`src/rtl/hello_scroll_ctrl.sv`:
```
// Scrolling "HELLO" controller for an 8-digit multiplexed 7-segment display.
// All outputs are registered from next-state values, so char_sel, an and
// digit_idx always describe the same digit in the same cycle.
module hello_scroll_ctrl #(
  parameter int unsigned REFRESH_DIV   = 1024,
  parameter int unsigned SCROLL_FRAMES = 64
) (
  input  logic       clk,
  input  logic       rst_n,
  input  logic       en,
  input  logic       freeze,
  input  logic       dir,
  input  logic       load,
  output logic [2:0] char_sel,
  output logic [7:0] an,
  output logic [2:0] digit_idx,
  output logic       step_pulse
);

  localparam int unsigned REF_W   = 16;
  localparam int unsigned FRM_W   = 8;
  localparam int unsigned OFF_W   = 4;
  localparam int unsigned SUM_W   = 5;
  localparam int unsigned MSG_LEN = 13;

  typedef enum logic {
    ST_OFF = 1'b0,
    ST_RUN = 1'b1
  } state_t;

  state_t             r_state;
  logic [REF_W-1:0]   r_refresh;
  logic [FRM_W-1:0]   r_frame;
  logic [OFF_W-1:0]   r_offset;
  logic [2:0]         r_digit;
  logic [2:0]         r_char_sel;
  logic [7:0]         r_an;
  logic               r_step;

  state_t             w_state_nxt;
  logic               w_adv;
  logic               w_ref_tc;
  logic               w_dig_wrap;
  logic               w_frm_tc;
  logic               w_step;
  logic [REF_W-1:0]   w_refresh_nxt;
  logic [FRM_W-1:0]   w_frame_nxt;
  logic [OFF_W-1:0]   w_offset_nxt;
  logic [2:0]         w_digit_nxt;
  logic               w_pulse_nxt;
  logic [SUM_W-1:0]   w_sum;
  logic [SUM_W-1:0]   w_idx;
  logic [2:0]         w_code;
  logic [7:0]         w_an_nxt;
  logic [2:0]         w_char_nxt;

  // Next-state datapath: counters only advance while RUN persists with en high
  always_comb begin
    w_state_nxt   = en ? ST_RUN : ST_OFF;
    w_adv         = (r_state == ST_RUN) && en;
    w_ref_tc      = (r_refresh == REF_W'(REFRESH_DIV - 1));
    w_dig_wrap    = w_ref_tc && (r_digit == 3'd7);
    w_frm_tc      = (r_frame == FRM_W'(SCROLL_FRAMES - 1));
    w_step        = w_adv && w_dig_wrap && w_frm_tc;

    w_refresh_nxt = r_refresh;
    w_digit_nxt   = r_digit;
    w_frame_nxt   = r_frame;
    if (w_adv) begin
      w_refresh_nxt = w_ref_tc ? '0 : r_refresh + REF_W'(1);
      if (w_ref_tc) begin
        w_digit_nxt = r_digit + 3'd1;
      end
      if (w_dig_wrap) begin
        w_frame_nxt = w_frm_tc ? '0 : r_frame + FRM_W'(1);
      end
    end

    // Load wins over a coincident step; freeze suppresses only the offset move
    w_offset_nxt = r_offset;
    if (load) begin
      w_offset_nxt = '0;
    end else if (w_step && !freeze) begin
      if (dir) begin
        w_offset_nxt = (r_offset == '0) ? OFF_W'(MSG_LEN - 1) : r_offset - OFF_W'(1);
      end else begin
        w_offset_nxt = (r_offset == OFF_W'(MSG_LEN - 1)) ? '0 : r_offset + OFF_W'(1);
      end
    end
    w_pulse_nxt = load || (w_step && !freeze);

    // Circular message lookup: indices 0..4 spell HELLO, the rest are blank
    w_sum  = SUM_W'(w_offset_nxt) + SUM_W'(w_digit_nxt);
    w_idx  = (w_sum >= SUM_W'(MSG_LEN)) ? w_sum - SUM_W'(MSG_LEN) : w_sum;
    w_code = (w_idx < SUM_W'(5)) ? w_idx[2:0] : 3'd7;

    // Blank the whole display on refresh count 0 to hide digit-switch ghosting
    if ((w_state_nxt == ST_RUN) && (w_refresh_nxt != '0)) begin
      w_an_nxt = ~(8'h80 >> w_digit_nxt);
    end else begin
      w_an_nxt = 8'hFF;
    end
    w_char_nxt = (w_state_nxt == ST_RUN) ? w_code : 3'd7;
  end

  // State, counters and registered outputs
  always_ff @(posedge clk or negedge rst_n) begin
    if (!rst_n) begin
      r_state    <= ST_OFF;
      r_refresh  <= '0;
      r_frame    <= '0;
      r_offset   <= '0;
      r_digit    <= '0;
      r_char_sel <= 3'd7;
      r_an       <= 8'hFF;
      r_step     <= 1'b0;
    end else begin
      r_state    <= w_state_nxt;
      r_refresh  <= w_refresh_nxt;
      r_frame    <= w_frame_nxt;
      r_offset   <= w_offset_nxt;
      r_digit    <= w_digit_nxt;
      r_char_sel <= w_char_nxt;
      r_an       <= w_an_nxt;
      r_step     <= w_pulse_nxt;
    end
  end

  assign char_sel   = r_char_sel;
  assign an         = r_an;
  assign digit_idx  = r_digit;
  assign step_pulse = r_step;

endmodule

```
`config.mk`:
```
export PLATFORM = sky130hd
export DESIGN_NAME = hello_scroll_ctrl
export DESIGN_NICKNAME = d
export VERILOG_FILES = /design/src/rtl/hello_scroll_ctrl.sv
export SDC_FILE = /design/constraint.sdc
export NUM_CORES = 1
export LEC_CHECK = 0
export BUFFER_PORTS_ARGS = -buffer_cell sky130_fd_sc_hd__buf_4
export CORE_ASPECT_RATIO = 1.25
export CORE_UTILIZATION = 42
export DETAILED_ROUTE_END_ITERATION = 12
export PLACE_DENSITY_LB_ADDON = 0.2
export SYNTH_ARGS = -nofsm -noshare
export SYNTH_HDL_FRONTEND = slang
export SYNTH_SLANG_ARGS = --single-unit
```
`constraint.sdc`:
```
create_clock -name clk -period 3.7 [get_ports clk]
set_input_delay 0 -clock clk [delete_from_list [all_inputs] [get_ports clk]]
set_output_delay 0 -clock clk [all_outputs]
set_load 0.005 [all_outputs]
```
-- Yosys cells after proc, flatten, opt, wreduce, memory -nomap -nowiden
Cells that the tools add are included.
- input port bits: 6
- output and inout port bits: 15
- bits in registers: 44
- magnitude comparators: 2
- reductions and logical operators: 11
- eq/ne operators: 4
- shift operators: 1
- add/subtract/negate cells: 7
- mux-type cells: 15
- bitwise operators: 1
- operators by type and width (operator ; number):
    two-way mux 16 bit ; 2
    two-way mux 4 bit ; 5
    adder 16 x 1 -> 16 bit, second input constant ; 1
    equality test 16 x 10 -> 1 bit, second input constant ; 1
    two-way mux 8 bit ; 2
    nonzero test 16 bit ; 1
    two-way mux 3 bit ; 4
    adder 8 x 1 -> 8 bit, second input constant ; 1
    equality test 8 x 6 -> 1 bit, second input constant ; 1
    inverter 8 bit ; 1
    right shift 8 x 3 -> 8 bit, first input constant ; 1
    logical AND 1 bit ; 6
    adder 4 x 3 -> 5 bit ; 1
    greater-or-equal comparator 5 x 4 -> 1 bit, second input constant ; 1
    less-than comparator 5 x 3 -> 1 bit, second input constant ; 1
    two-way mux 5 bit ; 1
    subtractor 5 x 4 -> 5 bit, second input constant ; 1
    adder 4 x 1 -> 4 bit, second input constant ; 1
    equality test 4 bit, second input constant ; 1
    logical NOT 4 bit ; 1
    subtractor 4 x 1 -> 4 bit, second input constant ; 1
    adder 3 x 1 -> 3 bit, second input constant ; 1
    equality test 3 bit, second input constant ; 1
    AND reduction 2 bit ; 1
    other kinds (3) ; 3

-- Longest topological paths before layout
Gate-level depths: netlist of the first run.
- word-level depth: 13
- depth in mapped cells: 19

-- Worst setup path before layout of the first run
Ideal clock, no wire load.
- path kind: reg2reg
- start point: register r_refresh[12]
- end point: register r_char_sel[0], in the netlist char_sel[0]
- path slack: -0.187 ns
- library setup time: 0.093 ns
- arrival: 3.794 ns
- path buffers: 1
- period minus slack after synthesis: 3.887 ns
- stages on the path, launching flop included: 17
- cells stage by stage: dfrtp_1 -> or4_4 -> nor3_4 -> and4_2 -> buf_2 -> nand2_1 -> a21oi_1 -> ha_1 -> inv_1 -> fa_1 -> ha_1 -> nor3b_1 -> nor2_1 -> a311oi_1 -> o21ai_0 -> a21oi_1 -> o211ai_1
- word-level cells in the longest chain between the ends: 13
- elaborated cells between the ends (all ways): 16
- RTL lines (what ; RTL line ; text):
    from (decl) ; 32 ; logic [REF_W-1:0] r_refresh;
    from (signal assigned) ; 119 ; r_refresh <= w_refresh_nxt;
    equality test 16 x 10 -> 1 bit * ; 61 ; w_ref_tc = (r_refresh == REF_W'(REFRESH_DIV - 1));
    logical AND 1 bit * ; 62 ; w_dig_wrap = w_ref_tc && (r_digit == 3'd7);
    logical AND 1 bit * (2 in series) ; 64 ; w_step = w_adv && w_dig_wrap && w_frm_tc;
    logical AND 1 bit * ; 83 ; end else if (w_step && !freeze) begin
    two-way mux 4 bit * ; 83 ;
    two-way mux 4 bit * ; 81 ; if (load) begin
    net w_offset_nxt[0] ; 48 ; logic [OFF_W-1:0] w_offset_nxt;
    adder 4 x 3 -> 5 bit * ; 93 ; w_sum = SUM_W'(w_offset_nxt) + SUM_W'(w_digit_nxt);
    subtractor 5 x 4 -> 5 bit or greater-or-equal comparator 5 x 4 -> 1 bit (tied branches) ; 94 ; w_idx = (w_sum >= SUM_W'(MSG_LEN)) ? w_sum - SUM_W'(MSG_LEN) : w_sum;
    two-way mux 5 bit * ; 94 ;
    less-than comparator 5 x 3 -> 1 bit ; 95 ; w_code = (w_idx < SUM_W'(5)) ? w_idx[2:0] : 3'd7;
    two-way mux 3 bit * ; 95 ;
    two-way mux 3 bit * ; 103 ; w_char_nxt = (w_state_nxt == ST_RUN) ? w_code : 3'd7;
    net w_char_nxt[0] ; 55 ; logic [2:0] w_char_nxt;
    to (signal assigned) ; 123 ; r_char_sel <= w_char_nxt;
    to (decl) ; 36 ; logic [2:0] r_char_sel;
The timed path passes the listed nets; every way through them passes the cells marked *.
A chain may end at the register's enable or synchronous reset.

-- Final worst setup path of the first run
- start point: register r_refresh[15]
- end point: register r_char_sel[0], in the netlist char_sel[0]
The elaborated chain is that of the path after synthesis.

==> results of run 1 <==
## final timing paths
check,start,end,slack (ns),depth (start not counted)
min in group asynchronous,rst_n,r_refresh[5]$_DFF_PN0_,0.22,2
setup reg to reg,r_refresh[15]$_DFF_PN0_,char_sel[0]$_DFF_PN1_,0.05,15
max in group asynchronous,rst_n,char_sel[0]$_DFF_PN1_,3.10,2
setup / recovery,r_refresh[15]$_DFF_PN0_,char_sel[0]$_DFF_PN1_,0.05,15
hold reg to reg,r_frame[4]$_DFFE_PN0N_,r_frame[4]$_DFFE_PN0N_,0.51,1
hold / removal,dir,r_offset[0]$_DFF_PN0_,0.19,6
## through the flow
step / setup TNS [ns] / util (%) / hold slack (ns)
after detailed placement: -0.126 / 50.4 / 0.0316
after CTS: 0 / 52.9 / 0.180
final: 0 / 53.8 / 0.194
after global placement: 0 / 50.4 / 0.0332
after floorplan: -0.0671 / - / -0.296
after global routing: -0.434 / 53.8 / 0.205
## flip-flops by register name (all words and copies together) (netlist names)
name / cells
char_sel: 3
an: 8
r_refresh: 16
r_state: 1
digit_idx: 3
r_offset: 4
r_frame: 8
step_pulse: 1
## kinds of logic after synthesis
logic type / count (synthesis) / share of synthesized area (%)
buffers and inverters: 24 / 4.22
and+or+nand+nor: 141 / 27.1
DFF: 44 / 39.2
muxes: 3 / 1.14
adders and majority gates: 12 / 5.54
xor gates and xnor gates: 24 / 7.39
AOI/OAI and AO/OA: 67 / 15.4
## final cells by class
class	instances	area, um2	area share [%]
multi-input cells	247	1720	48.7
inverters	10	37.5	1.06
clock inverters	2	38.8	1.10
flip-flops and latches	44	1110	31.6
clock buffers	6	82.6	2.34
repair buffers	56	428	12.1
well taps	87	109	3.08
## Yosys cell counts, types with 2 or more instances
library cell  instances
nand2_1              37
dfrtp_1              33
o21ai_0              22
nand3_1              19
nor2_1               18
xnor2_1              18
nand4_1              13
a21oi_1              12
dfstp_2              11
ha_1                 11
inv_1                10
buf_2                 8
nor3_1                7
and2_1                6
xor2_1                6
and3_1                5
or3_1                 5
nand2b_1              4
nor2b_1               4
a21boi_0              3
and4_1                3
nor3b_1               3
a211oi_1              2
a31oi_1               2
and2_2                2
and3_2                2
buf_6                 2
clkbuf_1              2
mux2_2                2
o211ai_1              2
o21a_1                2
o21bai_1              2
o22ai_1               2
o31ai_1               2
o41ai_1               2
or4_4                 2
## worst register-to-register path: stages (launching register included)
cell      delay, ns
dfrtp_1        0.38
or4_4          0.56
nor3_4         0.17
and4_4         0.28
nand2_2        0.05
a21oi_2        0.15
ha_2           0.21
inv_2          0.04
fa_2           0.68
ha_4           0.18
nor2_2         0.04
or3_4          0.36
buf_4          0.15
o21ai_1        0.06
o22ai_1        0.09
o211ai_1       0.16
## power by group
group	total, W	internal (W)	switching [W]
Sequential	0.000539	0.000511	0.0000279
Combinational	0.000163	0.0000768	0.0000860
Clock	0.000393	0.000221	0.000172
## cells in the final DEF, fill, tap and decap left out, drive strengths merged, types with 3 or more instances in the layout
cell type / count
o21ai: 23
nand2b: 4
and4: 4
clkbuf: 6
xor2: 6
a21oi: 13
and2: 8
xnor2: 18
dlygate4sd3: 3
nand2: 38
nand4: 13
dfrtp: 33
nand3: 19
buf: 53
a21boi: 3
dfstp: 11
inv: 10
ha: 11
or3: 5
nor2: 18
nor2b: 4
and3: 7
nor3b: 3
nor3: 8
## per-layer routing
layer,routed length (um),vias to the layer above,part of all wire (%)
li1,-,1233,-
met1,2870,1187,44
met3,143,5,2.2
met5,0,-,0
met2,3470,36,53
met4,87,0,1.3
## timing repair
item,4_1_cts,5_1_grt
setup buffers,0,2
resized for setup,2,10
hold endpoints to repair,37,0
hold buffers,3,0
endpoints found under the setup margin,3,3
pin swaps,3,1
==> metrics, run 1 <==
ANT nets after route=0; sequential-to-total area share from yosys stat=39.2%; CP required=3.93 ns; TritonCTS clock tree=done; DRC viols=0; min Tclk post-route=3.65 ns; Post-synth EDFFs=0; global route hottest layer=met2; Fmax=0.274 GHz; Cell Area, Synth=2840 um2; Initial Utilization=43.3%; status=completed; Slew @ Worst Pin=0.666 ns; critical path arrival=3.88 ns; layout cells sized above 1=29.3%; htree depth=2; count of cell types in the netlist=65; Synth Instances=315; largest net degree at the start of global routing=45; CP max FO=4; Power Total=0.00109 W; Final setup viols=0; Yosys top cell area share=29.0%; IO Pins=21; Synth Flop Type=dfrtp_1; fin. max-slew vios=0; synth-to-layout area growth=24.1%; Crit path max-delay family=simple AND/OR/NAND/NOR gates; worst hold-check path type=in2reg; vias in the first global route=2381; clock skew=0.0130 ns; # clock sinks=44; wire per inst=14.5 um; static leakage=1.52 nW; final worst setup slack=0.0465 ns; later-pin clock latency in the skew report=0.31 ns; GR Layer Usage met1=25.6%; final std cells w/o fill=452; via-per-instance ratio=5.44; buffer and inverter count on the worst path=2; number of fill cells in the layout=573; critical path class=reg2reg; slowest stage delay, CP=0.68 ns; first-pass GRT wire length=11000 um; final hold vios=0; Setup Slack @ Placement=-0.0601 ns; antenna violations before repair=0; Detailed Route Iter0 Violations=122; Yosys top cell by area=dfrtp_1; post-route cell area=3530 um2; Die Width=75.6 um; Crit. End Element=register; fin nets=382; WL final=6570 um; DIE HEIGHT=94 um; launching element type of the critical path=register; RSZ-0062 raised after global routing=yes; CTS Buffer Depth=2; met3 Track Usage GR=3.33%; critical path's slowest cell=fa_2; vias after detailed routing=2461; Area contributors post-synth=dfrtp_1 29%, dfstp_2 10%, xnor2_1 5.5%; max_cap viols=0; Synth Register Bits=44; Root Buffer=clkbuf_8; CTS Buf Count=5; row count=33; ant diodes=0; final worst path period share=98.7%; Post-synth ARST share=100%; Synth Warn #=0; drt pass-1 iters=4; Pwr Density=310 nW/um2; met2 Use GR=35.3%; Peak VDD IR=0.000181 V; CTS clk-pin slew, worst paths=0.09 ns; Final GP Congestion=0.872; Syn Area/Cell=9.03 um2; Core Area=6570 um2; Overflow after GRT=0; critical-path cell list=or4_4 -> nor3_4 -> and4_4 -> nand2_2 -> a21oi_2 -> ha_2 -> inv_2 -> fa_2 -> ha_4 -> nor2_2 -> or3_4 -> buf_4 -> o21ai_1 -> o22ai_1 -> o211ai_1; Inst Count DP=439; die area=7110 um2; DP HPWL=4910 um; Mapped Nets=333; buffers added on ports=20; DP Area=3310 um2; overall routing resource usage=20.5%; Rel. slew slack=55.6%
Note: power is estimated with default switching activity, not from simulation.
==> inputs of run 2 (changes only) <==
CELL_PAD_IN_SITES_DETAIL_PLACEMENT = 1   (was not set)
CELL_PAD_IN_SITES_GLOBAL_PLACEMENT = 1   (was not set)
==> run 2 against run 1 <==
  * The run now ends with negative setup slack left
  * Sequential share of layout area fell by 0.75 points
  * Clock power fell by 3%
  * Final cell count rose by 2.9%
  * Die area did not move
  * Critical path depth did not move
  * Maximum frequency fell by 1.4%
  * Non-clock buffer count rose by 13
  * Cell area rose by 2.4%
  * Critical path type unchanged
  * Critical endpoint is now char_sel[2]$_DFF_PN1_
==> metrics, run 2 (synthesized netlist as in run 1, its figures left out) <==
wire per inst=16.5 um (+13%); Hold Slack=0.210 ns (+0.0150 ns); TritonCTS clock tree=done; min Tclk post-route=3.71 ns (+0.0535 ns); Core Area=6570 um2 (unchanged); CP max FO=4 (unchanged); Rel. slew slack=58.7% (+3.1 points); synth-to-layout area growth=27.1%; RSZ-0062 raised after global routing=yes; CTS Buf Count=5 (unchanged); die area=7110 um2 (unchanged); Clock Power Share=34.3% (-1.6 points); Root Buffer=clkbuf_8; Final GP Congestion=0.787 (-9.7%); worst hold-check path type=in2reg; ant diodes=0 (unchanged); fin. max-slew vios=0 (unchanged); DRC viols=0 (unchanged); switching power=0.000303 W (+6.1%); crit path capture=char_sel[2]$_DFF_PN1_; Sw Share=27.4% (+1.3 points); ANT nets after route=0 (unchanged); clock skew=0.00884 ns (-0.00421 ns); via-per-instance ratio=5.53 (+1.5%); Die Width=75.6 um (unchanged); first-pass GRT wire length=12400 um (+12%); Detailed Route Iter0 Violations=90 (-26%); antenna violations before repair=0 (unchanged); final worst setup slack=-0.00701 ns (-0.0535 ns); slowest stage delay, CP=0.67 ns (about the same); WL final=7660 um (+17%); critical path class=reg2reg; Final setup viols=1 (+1); Fmax=0.270 GHz (-1.4%); max_cap viols=0 (unchanged); IO Pins=21 (unchanged); drt pass-1 iters=4 (unchanged); Top reg by flops=r_refresh; vias in the first global route=2621 (+10%); failing checks=negative setup slack; max FFs per register=16 (unchanged); Worst R2R Setup Slack=-0.007 ns (-0.05 ns); Seq pwr share=47.6% (-1.6 points); Slew @ Worst Pin=0.620 ns (-0.0462 ns); final worst path period share=100% (+1.4 points); layout cells sized above 1=31.5% (+2.2 points); launching element type of the critical path=register; Crit. End Element=register; final core occ=55.1% (+1.3 points); CTS clk-pin slew, worst paths=0.09 ns (about the same); number of fill cells in the layout=764 (+33%); r2r startpoint=r_refresh[15]$_DFF_PN0_; DP HPWL=5800 um (+18%); worst reg2reg path depth=15 (unchanged); DIE HEIGHT=94 um (unchanged); combinational share of power=18.0% (+3.1 points); row count=33 (unchanged); most frequent cells in the layout=66 x buf_4, 36 x nand2_1, 33 x dfrtp_1; Peak VDD IR=0.000145 V (-20%); critical path's slowest cell=fa_2; R2R Path End=char_sel[2]$_DFF_PN1_; CP required=3.92 ns (about the same); Initial Utilization=43.3% (unchanged); largest net degree at the start of global routing=45 (unchanged); Overflow after GRT=0 (unchanged); later-pin clock latency in the skew report=0.30 ns (about the same); launch point of the worst path=r_refresh[15]$_DFF_PN0_; fin nets=395 (+3.4%); buffers added on ports=20 (unchanged); # clock sinks=44 (unchanged); htree depth=2 (unchanged); Pint=0.000805 W (-0.48%); final hold vios=0 (unchanged); vias after detailed routing=2571 (+4.5%); CTS Buffer Depth=2 (unchanged); critical path arrival=3.93 ns (+0.05 ns); static leakage=1.58 nW (+4.1%); Pwr Density=306 nW/um2 (-1.2%); overall routing resource usage=23.3% (+2.8 points); status=finished, violations left; most common cell after layout, fill and taps aside=buf_4; critical-path cell list=or4_4 -> nor3_4 -> and4_4 -> nand2_2 -> a21oi_2 -> ha_2 -> inv_2 -> fa_2 -> ha_4 -> nor2_2 -> or3_4 -> nor2_4 -> mux2_4 -> a2bb2oi_2 -> o21ai_1
## run 2: cell types whose count changed in the layout (fill, tap and decap cells not counted), sizes merged
cell | previous run | this run
buf | 53 | 66
clkbuf | 6 | 5
clkinv | 1 | 2
## run 2: metal layers
metal,up-vias,part of all wire [%],wire (um),GRT usage [%]
met4,0,0.87,67,6.17
met5,-,0,0,0
met3,7,1.8,141,3.54
met2,24,56,4270,43.9
li1,1257,-,-,-
met1,1283,42,3190,26.3
## run 2: power by group through the flow
| stage | clock network, W | registers, W | logic, W |
|---|---|---|---|
| floorplan | 0 | 0.000540 | 0.000118 |
| global placement | 0 | 0.000534 | 0.000191 |
| detailed placement | 0 | 0.000536 | 0.000195 |
| CTS | 0.000395 | 0.000528 | 0.000199 |
| global route | 0.000414 | 0.000530 | 0.000216 |
| finish | 0.000380 | 0.000528 | 0.000200 |
## run 2: layout make-up
| type | count | area [um2] | share of cell area, % |
|---|---|---|---|
| multi-input cells | 247 | 1710 | 47.4 |
| clock inverters | 3 | 47.5 | 1.31 |
| repair buffers | 69 | 526 | 14.5 |
| flip-flops and latches | 44 | 1110 | 30.8 |
| inverters | 10 | 37.5 | 1.04 |
| well taps | 87 | 109 | 3.01 |
| clock buffers | 5 | 68.8 | 1.90 |
## run 2: worst min-delay path by stage
stage                      from                     end  slack (ns)  depth (start not counted)
after CTS                   dir   r_offset[0]$_DFF_PN0_        0.20                          6
after floorplan           rst_n  digit_idx[0]$_DFF_PN0_       -0.30                          0
after global routing        dir   r_offset[0]$_DFF_PN0_        0.26                          6
after global placement    rst_n  r_refresh[8]$_DFF_PN0_        0.03                          1
final                       dir   r_offset[2]$_DFF_PN0_        0.21                          4
after detailed placement  rst_n  r_refresh[8]$_DFF_PN0_        0.04                          1
## run 2: timing repair
action | 4_1_cts | 5_1_grt
buffers inserted | 0 | 1
endpoints found under the setup margin | 3 | 3
hold endpoints to repair | 37 | 0
gates resized for setup | 6 | 5
gates cloned | 0 | 0
hold buffers | 3 | 0
pin swaps | 3 | 2
## run 2: critical path, delay by kind of cell, from the launching register on
| family | cells | cell delay (ns) |
|---|---|---|
| AOI/OAI and AO/OA | 3 | 0.36 |
| buffers and inverters | 1 | 0.04 |
| muxes | 1 | 0.16 |
| adders and majority gates | 3 | 1.05 |
| and+or+nand+nor | 7 | 1.60 |
| DFF | 1 | 0.40 |
## run 2: stage by stage
step	total power (W)	TNS (ns)	setup WS [ns]	cells	area, um2
6_report	0.00111	-0.00701	-0.00701	465	3620
5_1_grt	0.00116	-0.551	-0.205	465	3620
4_1_cts	0.00112	0	0.0144	464	3600
3_5_place_dp	0.000731	-0.240	-0.0929	453	3410
3_3_place_gp	0.000725	-0.0169	-0.0169	453	3410
2_1_floorplan	0.000657	-0.0671	-0.0507	315	2910
==> inputs of run 3 (changes only) <==
ABC_AREA = 1   (was not set)
CORE_UTILIZATION = 41   (was 42)
SETUP_SLACK_MARGIN = 0.05   (was not set)
==> run 3 against run 2 <==
  * The flow now finishes without violations
  * Critical path depth grew 6
  * Clock power is 16% lower
  * Sequential power grew 2%
  * Clock-buffer cell count is the same
  * Setup slack improved by 0.25 ns
  * Flip-flop and latch count did not move
  * Synthesized area down 3.7%
  * Global-route usage fell by 1.2 points
  * Total power shrank 13%
  * Routed wire length fell by 13%
  * Synthesized cell count rose by 2.9%
  * Critical endpoint is now char_sel[0]$_DFF_PN1_
  * Largest cell class unchanged
  * Largest power group unchanged
==> metrics, run 3 <==
Synth Instances=324 (+2.9%); worst hold start=freeze; Core Area=6330 um2 (-3.6%); Mapped Nets=342 (+2.7%); layout cells sized above 1=26.6% (-4.9 points); die area=7020 um2 (-1.3%); max_cap viols=0 (unchanged); Synth Area in Simple Gates=33.6% (+6.5 points); CP max FO=5 (+1); DRC viols=0 (unchanged); critical path arrival=3.69 ns (-0.24 ns); WL final=6660 um (-13%); min Tclk post-route=3.45 ns (-0.255 ns); Final GP Congestion=0.813 (+3.3%); RSZ-0062 raised after global routing=no; sequential-to-total area share from yosys stat=40.7% (+1.5 points); critical path's slowest cell=dfrtp_2; Root Buffer=clkbuf_8; combinational share of power=11.0% (-7.0 points); overall routing resource usage=22.1% (-1.2 points); TNS Setup=0 ns (+0.00701 ns); final worst path period share=93.3% (-6.9 points); Adder-Cell Fraction of Synth Area=5.75% (+0.21 points); Synth Area in Compound Gates=6.26% (-9.2 points); Synth Warn #=0 (unchanged); Post-Synth XOR/XNOR Area=5.43% (-2.0 points); via-per-instance ratio=4.98 (-9.9%); worst reg2reg path depth=21 (+6); switching power=0.000283 W (-6.8%); CTS clk-pin slew, worst paths=0.09 ns (about the same); ant diodes=0 (unchanged); count of cell types in the netlist=42 (-35%); Clock Power Share=33.0% (-1.3 points); vias after detailed routing=2221 (-14%); Crit. End Element=register; later-pin clock latency in the skew report=0.31 ns (about the same); count leader, synth=nand2_1; Area contributors post-synth=dfrtp_1 30%, dfstp_2 11%, nand2_1 7.5%; Hold EP=r_offset[2]$_DFF_PN0_; fin. max-slew vios=0 (unchanged); drt pass-1 iters=4 (unchanged); Fmax=0.290 GHz (+7.4%); critical path class=reg2reg; Pwr Density=303 nW/um2 (-1.2%); synth-to-layout area growth=16.6%; most frequent cells in the layout=55 x nand2_1, 50 x inv_1, 31 x dfrtp_1; CP required=3.94 ns (+0.02 ns); largest net degree at the start of global routing=45 (unchanged); Peak VDD IR=0.000171 V (+17%); CTS Buf Count=5 (unchanged); vias in the first global route=2449 (-6.6%); worst hold-check path type=in2reg; # clock sinks=44 (unchanged); Detailed Route Iter0 Violations=60 (-33%); final std cells w/o fill=446 (-4.1%); first-pass GRT wire length=11600 um (-6.7%); status=completed; htree depth=2 (unchanged); number of fill cells in the layout=789 (+3.3%); mux contribution to synthesized area=0.365% (-0.78 points); Synth top cells by count=55 x nand2_1, 51 x inv_1, 33 x dfrtp_1, 30 x nor2_1, 24 x nand3_1; Hold Path Stages=4 (unchanged); Synth Flop Type=dfrtp_1; DIE HEIGHT=93.4 um (-0.64%); fin nets=378 (-4.3%); static leakage=1.61 nW (+2.3%); antenna violations before repair=0 (unchanged); R2R Path End=char_sel[0]$_DFF_PN1_; slowest stage delay, CP=0.45 ns (-0.22 ns); Die Width=75.1 um (-0.63%); Sw Share=29.2% (+1.9 points); Synth Register Bits=44 (unchanged); DP HPWL=5180 um (-11%); critical-path cell list=inv_2 -> nand2_1 -> nor2_1 -> nand2_2 -> nor2_8 -> nand4_4 -> buf_4 -> a22oi_2 -> ha_1 -> inv_1 -> fa_1 -> xnor2_2 -> inv_1 -> a21oi_2 -> nand3_2 -> nand2_1 -> inv_2 -> nand3_1 -> nand2_2 -> nor2_4 -> nand3_1; Syn Area/Cell=8.46 um2 (-6.3%); Yosys top cell by area=dfrtp_1; Rel. slew slack=61.2% (+2.5 points); Slew @ Worst Pin=0.582 ns (-0.0379 ns); IO Pins=21 (unchanged); Post-synth ARST share=100% (unchanged); Cell Area, Synth=2740 um2 (-3.7%); Seq pwr share=56.0% (+8.4 points); Overflow after GRT=0 (unchanged); ANT nets after route=0 (unchanged); Post-synth EDFFs=0 (unchanged); wire per inst=14.9 um (-9.3%); largest family of logic cells by synthesized area=simple AND/OR/NAND/NOR gates; most common cell after layout, fill and taps aside=nand2_1; TritonCTS clock tree=done; Yosys top cell area share=30.1% (+1.1 points); clock skew=0.0131 ns (+0.00422 ns); Final setup viols=0 (-1); Top reg by flops=r_refresh; CTS Buffer Depth=2 (unchanged); Initial Utilization=43.3% (about the same); Worst R2R Setup Slack=0.25 ns (+0.25 ns); buffers added on ports=20 (unchanged); r2r startpoint=r_refresh[12]$_DFF_PN0_; Pint=0.000684 W (-15%); final hold vios=0 (unchanged); Inst Count DP=432 (-4.6%); launching element type of the critical path=register; row count=32 (-3.0%); max FFs per register=16 (unchanged)
-- run 3: worst max-delay path: cells and delay by family, from the launching register on --
| kind | cells | cell delay, ns |
|---|---|---|
| compound gates | 2 | 0.35 |
| fa+ha+maj | 2 | 0.65 |
| buf+inv | 5 | 0.46 |
| xor+xnor | 1 | 0.20 |
| simple gates | 11 | 1.28 |
| flops | 1 | 0.45 |
-- run 3: per-layer routing --
metal  vias up  global-route usage [%]  part of all wire, %
met3         7                    3.56                  1.6
met5         -                       0                    0
met4         0                    8.81                  2.0
met1      1085                    25.9                   43
met2        20                    39.1                   54
li1       1109                       -                    -
-- run 3: worst max path at each step --
stage / end / depth (start not counted) / from / slack [ns]
finish: char_sel[0]$_DFF_PN1_ / 21 / r_refresh[12]$_DFF_PN0_ / 0.25
global placement: char_sel[1]$_DFF_PN1_ / 21 / r_refresh[1]$_DFF_PN0_ / 0.18
global route: char_sel[1]$_DFF_PN1_ / 22 / r_refresh[1]$_DFF_PN0_ / 0.03
CTS: char_sel[0]$_DFF_PN1_ / 21 / r_refresh[0]$_DFF_PN0_ / 0.16
floorplan: char_sel[0]$_DFF_PN1_ / 21 / r_refresh[0]$_DFF_PN0_ / 0.25
detailed placement: char_sel[0]$_DFF_PN1_ / 21 / r_refresh[0]$_DFF_PN0_ / 0.16
-- run 3: area by class of cell --
type                            count  area (um2)  share of cell area [%]
Inverter                           56         210                    6.58
Sequential cell                    44        1120                    35.0
Clock inverter                      3        21.3                   0.666
Timing Repair Buffer               30         233                    7.29
Multi-Input combinational cell    223        1440                    45.0
Tap cell                           85         106                    3.33
Clock buffer                        5        68.8                    2.15
-- run 3: stage by stage --
step | instance area (um2) | setup slack [ns] | hold WS [ns] | utilization (%) | total power, W
after floorplan | 2740 | 0.248 | -0.296 | - | 0.000611
after global routing | 3190 | 0.0319 | 0.105 | 50.5 | 0.00102
after detailed placement | 3020 | 0.159 | 0.0377 | 47.7 | 0.000654
final | 3190 | 0.248 | 0.102 | 50.5 | 0.000967
after global placement | 3020 | 0.182 | 0.0409 | 47.7 | 0.000651
after CTS | 3140 | 0.161 | 0.0886 | 49.6 | 0.000978
-- run 3: power by group through the flow --
stage,Combinational (W),Sequential (W),Clock [W]
after floorplan,0.0000656,0.000546,0
after global placement,0.000100,0.000551,0
after detailed placement,0.000103,0.000552,0
after CTS,0.000106,0.000543,0.000329
after global routing,0.000121,0.000546,0.000350
final,0.000106,0.000541,0.000319
-- run 3: cell families (layout without fill, tap and decap cells) --
family | Yosys count | in the layout
compound gates | 29 | 29
fa+ha+maj | 12 | 12
buf+inv | 57 | 94
mux | 1 | 1
flops | 44 | 44
xor+xnor | 17 | 17
simple gates | 164 | 164
-- run 3: timing repair --
action                     CTS  global route
hold buffers                 3             0
setup buffers                0             3
setup endpoints to repair    0             3
gates resized for setup      0             9
hold endpoints to repair    43             0
